### src/rtl/acum_ctrl_if.sv
// Bus between the accumulator sequencer and its selector/multiplier neighbours.
// The master side requests samples and supplies data; the slave side runs the accumulation.
interface acum_ctrl_if #(
   parameter int WIDTH = 25,
   parameter int CNT_W = 3
);
   logic             start;
   logic [WIDTH-1:0] mux_out;
   logic [WIDTH-1:0] term;
   logic             sel;
   logic [WIDTH-1:0] acum;
   logic [CNT_W-1:0] term_idx;
   logic [WIDTH-1:0] yk;
   logic             busy;
   logic             done;
   logic             ovf;

   modport master (
      output start, mux_out, term,
      input  sel, acum, term_idx, yk, busy, done, ovf
   );

   modport slave (
      input  start, mux_out, term,
      output sel, acum, term_idx, yk, busy, done, ovf
   );
endinterface

### src/rtl/acum_ctrl.sv
// Accumulator sequencer: sums N_TERMS saturated product terms per sample,
// driving the uk/accumulator selector and publishing yk with a done strobe.
module acum_ctrl #(
   parameter int WIDTH   = 25,
   parameter int N_TERMS = 5,
   parameter int CNT_W   = 3
) (
   input  logic        clk,
   input  logic        reset,
   acum_ctrl_if.slave  bus
);

   typedef enum logic [1:0] {IDLE, ACC, OUT} state_t;

   localparam logic [CNT_W-1:0] LAST  = CNT_W'(N_TERMS - 1);
   localparam logic [WIDTH-1:0] S_MAX = {1'b0, {(WIDTH-1){1'b1}}};
   localparam logic [WIDTH-1:0] S_MIN = {1'b1, {(WIDTH-1){1'b0}}};

   state_t           state_q, state_d;
   logic [WIDTH-1:0] acum_q, yk_q;
   logic [CNT_W-1:0] idx_q;
   logic             ovf_q, sticky_q;

   logic [WIDTH:0]   sum;
   logic             clamp;
   logic [WIDTH-1:0] sat;
   logic             sel, busy, done;

   // One guard bit: the top two bits disagree exactly when the sum left the signed range.
   always_comb begin
      sum   = {bus.mux_out[WIDTH-1], bus.mux_out} + {bus.term[WIDTH-1], bus.term};
      clamp = sum[WIDTH] ^ sum[WIDTH-1];
      sat   = sum[WIDTH-1:0];
      if (clamp) sat = sum[WIDTH] ? S_MIN : S_MAX;
   end

   always_comb begin
      state_d = state_q;
      sel     = 1'b0;
      busy    = 1'b0;
      done    = 1'b0;
      case (state_q)
         IDLE: if (bus.start) state_d = ACC;
         ACC: begin
            busy = 1'b1;
            sel  = (idx_q != '0);
            if (idx_q == LAST) state_d = OUT;
         end
         OUT: begin
            done    = 1'b1;
            state_d = bus.start ? ACC : IDLE;
         end
         default: state_d = IDLE;
      endcase
   end

   always_ff @(posedge clk) begin
      if (reset) begin
         state_q  <= IDLE;
         acum_q   <= '0;
         yk_q     <= '0;
         idx_q    <= '0;
         ovf_q    <= 1'b0;
         sticky_q <= 1'b0;
      end else begin
         state_q <= state_d;
         case (state_q)
            IDLE, OUT: begin
               if (bus.start) begin
                  idx_q    <= '0;
                  sticky_q <= 1'b0;
               end
            end
            ACC: begin
               acum_q <= sat;
               if (idx_q == LAST) begin
                  yk_q     <= sat;
                  ovf_q    <= sticky_q | clamp;
                  idx_q    <= '0;
                  sticky_q <= sticky_q | clamp;
               end else begin
                  idx_q    <= idx_q + 1'b1;
                  sticky_q <= sticky_q | clamp;
               end
            end
            default: ;
         endcase
      end
   end

   assign bus.sel      = sel;
   assign bus.busy     = busy;
   assign bus.done     = done;
   assign bus.acum     = acum_q;
   assign bus.yk       = yk_q;
   assign bus.term_idx = idx_q;
   assign bus.ovf      = ovf_q;

endmodule
### src/flat_wrapper.sv
// flat-port wrapper written by rule: the top's interface ports become plain ports
module acum_ctrl_flat 
#(
   parameter int WIDTH   = 25,
   parameter int N_TERMS = 5,
   parameter int CNT_W   = 3
)
  (clk, reset, bus_start, bus_mux_out, bus_term, bus_sel, bus_acum, bus_term_idx, bus_yk, bus_busy, bus_done, bus_ovf);
  acum_ctrl_if #(.WIDTH(WIDTH), .CNT_W(CNT_W)) bus_i ();
  input  logic clk;
  input  logic reset;
  input wire logic [$bits(bus_i.start)-1:0] bus_start;
  input wire logic [$bits(bus_i.mux_out)-1:0] bus_mux_out;
  input wire logic [$bits(bus_i.term)-1:0] bus_term;
  output wire logic [$bits(bus_i.sel)-1:0] bus_sel;
  output wire logic [$bits(bus_i.acum)-1:0] bus_acum;
  output wire logic [$bits(bus_i.term_idx)-1:0] bus_term_idx;
  output wire logic [$bits(bus_i.yk)-1:0] bus_yk;
  output wire logic [$bits(bus_i.busy)-1:0] bus_busy;
  output wire logic [$bits(bus_i.done)-1:0] bus_done;
  output wire logic [$bits(bus_i.ovf)-1:0] bus_ovf;
  assign bus_i.start = bus_start;
  assign bus_i.mux_out = bus_mux_out;
  assign bus_i.term = bus_term;
  assign bus_sel = bus_i.sel;
  assign bus_acum = bus_i.acum;
  assign bus_term_idx = bus_i.term_idx;
  assign bus_yk = bus_i.yk;
  assign bus_busy = bus_i.busy;
  assign bus_done = bus_i.done;
  assign bus_ovf = bus_i.ovf;
  acum_ctrl #(.WIDTH(WIDTH), .N_TERMS(N_TERMS), .CNT_W(CNT_W)) u_core (.clk(clk), .reset(reset), .bus(bus_i));
endmodule
### config.mk
export PLATFORM = sky130hd
export DESIGN_NAME = acum_ctrl_flat
export DESIGN_NICKNAME = d
export VERILOG_FILES = /design/src/rtl/acum_ctrl_if.sv /design/src/rtl/acum_ctrl.sv /design/src/flat_wrapper.sv
export SDC_FILE = /design/constraint.sdc
export NUM_CORES = 1
export LEC_CHECK = 0
export CORE_MARGIN = 4
export CORE_UTILIZATION = 53
export CTS_BUF_LIST = sky130_fd_sc_hd__clkbuf_4
export DETAILED_ROUTE_END_ITERATION = 6
export HOLD_SLACK_MARGIN = 0.02
export PLACE_DENSITY = 0.86
export REMOVE_ABC_BUFFERS = 1
export SLEW_MARGIN = 10
export SYNTH_ARGS = -nofsm -noshare
export SYNTH_HDL_FRONTEND = slang
export SYNTH_SLANG_ARGS = --single-unit
### constraint.sdc
create_clock -name clk -period 7.6 [get_ports clk]
set_clock_uncertainty 0.1 [all_clocks]
set_input_delay 1.52 -clock clk [delete_from_list [all_inputs] [get_ports clk]]
set_output_delay 1.52 -clock clk [all_outputs]
set_load 0.005 [all_outputs]
# == Word-level counts from Yosys, hierarchy flattened ==
# Cells that the tools add are included.
# totals
inputBits,53
word_cells,37
regBits,57
output_inout_bits,57
# op_classes
reduce_logical,7
n_mux,14
n_eq_ne,6
bitwise_logic,2
n_addsub,2
# ops
operator,n
$mux 25,2
$add 25x25->26,1
$mux 3,2
$pmux 2 s3,1
$pmux 3 s2,1
$reduce_and 2->1,3
$mux 1,5
$mux 2,2
$ne 2x2->1 const B,2
$add 3x1->3 const B,1
$eq 3x3->1 const B,1
$reduce_bool 3->1,1
$eq 2x1->1 const B,1
$eq 2x2->1 const B,1
$logic_not 2->1,1
$ne 2x1->1 const B,1
$pmux 1 s2,1
$reduce_bool 2->1,1
$reduce_or 2->1,1
$or 1x1->1,1
$xor 1x1->1,1

# == Depth between registers and ports, before layout ==
# logic_depth
word_depth,4
depth_mapped,11
depth_no_buf,10

# == Worst setup path before layout ==
# Ideal clock, no wire load.
# synth_path
path_kind,input-to-reg
startpoint,input port bus_term[0]
endpoint,register u_core.yk_q[15] (netlist: u_core.bus.yk[15])
n_path_buf,1
setup_time_ps,145
arrival_time_ps,3677
path_stages,11
path_slack_ps,3679
t_required_ps,7355
cell_sequence,ha_1 fa_1 a211oi_2 o21ai_2 o211ai_2 a21oi_2 or3_1 mux2_4 buf_8 nand2_1 a211oi_2
# synth_between
elab_chain_len,3
elab_cells_between_ends,4
classes_between,add/sub (1); mux (2); bitwise (1)
# synth_lines
item,line_no,rtl
from (decl),flat_wrapper.sv:14,input wire logic [$bits(bus_i.term)-1:0] bus_term;
$add 25x25->26 *,acum_ctrl.sv:31,"sum = {bus.mux_out[WIDTH-1], bus.mux_out} + {bus.term[WIDTH-1], bus.term};"
$mux 25 / $xor 1x1->1 (equally long branches),"acum_ctrl.sv:34, acum_ctrl.sv:32",
$mux 25 *,acum_ctrl.sv:34,if (clamp) sat = sum[WIDTH] ? S_MIN : S_MAX;
to (signal assigned),acum_ctrl.sv:77,yk_q <= sat;
to (decl),acum_ctrl.sv:20,"logic [WIDTH-1:0] acum_q, yk_q;"
# Every way passes the cells marked *; elsewhere a longest branch is shown, timed or not.
# A chain may end at the register's enable or synchronous reset.

# == Worst setup path in the final report ==
# layout_path
startpoint,input port bus_term[0]
endpoint,register u_core.yk_q[18] (netlist: u_core.bus.yk[18])
# Same word-level chain as after synthesis.

==> reports/qor.txt <==
Peak supply drop - 62.0 uV
Slowest CP cell - nor2_2
Starting Density - 0.547
Sequential element share of the synthesized area - 0.305
Async SR Flop Fraction - 0
Syn avg cell area - 8.63 um2
HPWL after DPL - 8210 um
Routed Antenna Nets - 0
Slew margin rel. - 0.215
Hold buffer count at cts - 0
Clock share of power - 0.219
Synth top area share - 0.305
# IOs - 110
Nature of the critical path endpoint - register
Largest net degree at the start of global routing - 58
Required time of the critical path - 7.75 ns
Setup TNS - 0 ns
# DRC - 0
Yosys Warn Count - 0
Post-Route WL - 10500 um
Aggregate global routing overflow - 0
Psw - 0.000279 W
Clock transition at the registers of the reported paths - 0.08 ns
Most area-consuming cells after synthesis - dfxtp_1 (31%), a211oi_2 (13%), ha_1 (9.0%), nor2_1 (7.0%), a21oi_1 (4.0%)
Initial antenna violation count - 0
Post-CTS Resized - 0
Detailed Routing Iterations Pass 1 - 5
Gpl congestion - 0.864
Hold Slack - 0.404 ns
CP max stage delay - 0.66 ns
Fin crit share - 0.611
Diodes inserted - 0
Worst skew pair latency - 0.41 ns
Clock net sink count - 57
Fmax - 215 MHz
# setup viols final - 0
Post-synth EDFFs - 0
First-pass GRT wire length - 16700 um
Cell variety after synth - 58
Crit Path Max Fanout - 14
Core area - 6830 um2
Hold Crit Class - register to register
Utilization after layout - 0.725
Class of the most critical setup path - input port to register
Root Buffer - clkbuf_4
DR vias - 3716
RSZ-0062 raised after global routing - false
Synth Flop Type - dfxtp_1
Critical Path Most Common Cell - o21ai_2
Min Tclk post-route - 4.65 ns
# port buffers - 109
Logic pwr share - 0.374
Post-route insts no fill - 635
Placed Cells - 621
Least-Margin Pin Slew - 1.18 ns
Worst setup SP type - input port
Synthesized cell area - 3740 um2
WP data arrival - 4.80 ns
Die height - 92.0 um
P&R area growth vs syn - 32.5%
Row cnt - 30
Setup Fix Bufs, Post-CTS - 0
Drt wl/cell - 16.6 um
Pwr dens - 160 nW/um2
Share of cells above drive strength 1 - 0.147
Vias in the first global route - 3537
Gr usage total - 0.244
Slew Limit Fails - 0
Internal power - 0.000516 W
Final Hold Vio Count - 0
Cells along the critical path - clkdlybuf4s50_1, ha_1, fa_1, a211oi_2, o21ai_2, o211ai_2, a21oi_2, o2111ai_1, o21ai_2, nor2_2, buf_4, a211oi_1
Max_cap viols - 0
Yosys top cell by area - dfxtp_1
Static leakage - 1.87 nW
Cells after Synth - 433
Nets - 617
Cell family with most CP delay - compound AO/OA/AOI/OAI gates
CTS H-tree lvls - 3
Synthesis-stage register bit count - 57
Die X - 92.0 um
Vias per inst - 5.85
Flop pwr share - 0.407
Iter 0 DRT Violations - 269
CP bufs+invs - 2
Max Root-Sink Buffers - 2
CTS tree - yes
TritonCTS Buffers - 9
Outcome - completed
Sw frac - 0.350
Total Die Area - 8460 um2
-- flip-flops by register name, summed over array words and instances, names as in the netlist --
signal               count
u_core.bus.acum         25
u_core.bus.ovf           1
u_core.bus.term_idx      3
u_core.bus.yk           25
u_core.state_q           2
u_core.sticky_q          1
-- Yosys cell counts (4+ instances only) --
cell type  instances
a211oi_1          13
a211oi_2          40
a21o_1            12
a21oi_1           30
a31oi_1            4
and3_1             6
clkbuf_1          11
dfxtp_1           57
ha_1              27
inv_1              8
nand2_1           31
nand2_2            7
nand3_1            7
nand4_1            5
nor2_1            70
nor2b_1            4
nor3_1             6
o21ai_0           14
or3_1              5
xnor2_1           10
xor2_1             6
-- final timing paths --
path	from	cells after the start	end	slack, ns
setup / recovery	bus_term[0]	12	u_core.bus.yk[18]$_SDFFE_PP0P_	2.95
hold / removal	u_core.bus.acum[21]$_SDFFE_PP0P_	2	u_core.bus.acum[21]$_SDFFE_PP0P_	0.40
setup reg to reg	u_core.state_q[1]$_SDFFE_PP0P_	7	u_core.bus.yk[18]$_SDFFE_PP0P_	4.88
hold reg to reg	u_core.bus.acum[21]$_SDFFE_PP0P_	2	u_core.bus.acum[21]$_SDFFE_PP0P_	0.40
-- per-stage QoR --
| step | power (W) | setup slack [ns] | cell area (um2) |
|---|---|---|---|
| after floorplan | 0.000508 | 3.34 | 3620 |
| after global placement | 0.000615 | 2.74 | 4860 |
| after detailed placement | 0.000623 | 2.60 | 4860 |
| after CTS | 0.000793 | 3.02 | 4950 |
| after global routing | 0.000835 | 2.81 | 4950 |
| final | 0.000795 | 2.95 | 4950 |
-- cells in the final DEF (no fill, tap or decap), types with 5 or more instances in the layout --
master,synthesis,final
clkdlybuf4s50_1,0,108
nor2_1,70,69
dfxtp_1,57,57
a211oi_2,40,40
nand2_1,31,31
a21oi_1,30,30
ha_1,27,27
o21ai_0,14,14
a211oi_1,13,13
a21o_1,12,12
clkbuf_4,0,12
xnor2_1,10,10
inv_1,8,8
nand2_2,7,7
nand3_1,7,7
and3_1,6,6
nor3_1,6,6
xor2_1,6,6
or3_1,5,5
nand4_1,5,5
-- power by group through the flow --
stage	combinational (W)	clock, W	sequential, W
global route	0.000321	0.000189	0.000325
floorplan	0.000177	0	0.000330
CTS	0.000294	0.000175	0.000324
global placement	0.000285	0	0.000330
detailed placement	0.000293	0	0.000331
finish	0.000297	0.000174	0.000324
-- tightest hold or removal path, delay by kind of cell (launching register included) --
family | cells | cell delay [ns]
and+or+nand+nor | 1 | 0.09
AOI/OAI and AO/OA | 1 | 0.05
DFF | 1 | 0.32
-- metal layers --
| metal | GRT usage | wire length [um] | vias up |
|---|---|---|---|
| li1 | - | - | 1788 |
| met1 | 0.291 | 4380 | 1758 |
| met2 | 0.440 | 5390 | 151 |
| met3 | 0.0369 | 560 | 19 |
| met4 | 0.0879 | 185 | 0 |
| met5 | 0 | 0 | - |
-- cell families after synthesis --
kind of cell             synth area share
AO/OA/AOI/OAI                       0.314
XOR/XNOR                           0.0418
flip-flops                          0.305
multiplexers                       0.0120
adder cells (fa/ha/maj)            0.0957
AND/OR/NAND/NOR                     0.190
buffers and inverters              0.0405
-- area by class of cell --
class / instances / area [um2]
well taps: 96 / 120
clock inverters: 2 / 7.51
repair buffers: 113 / 1120
fillers: 558 / 1880
clock buffers: 12 / 90.1
inverters: 8 / 30.0
multi-input cells: 347 / 2450
flip-flops and latches: 57 / 1140
(Power assumes the default switching activity.)
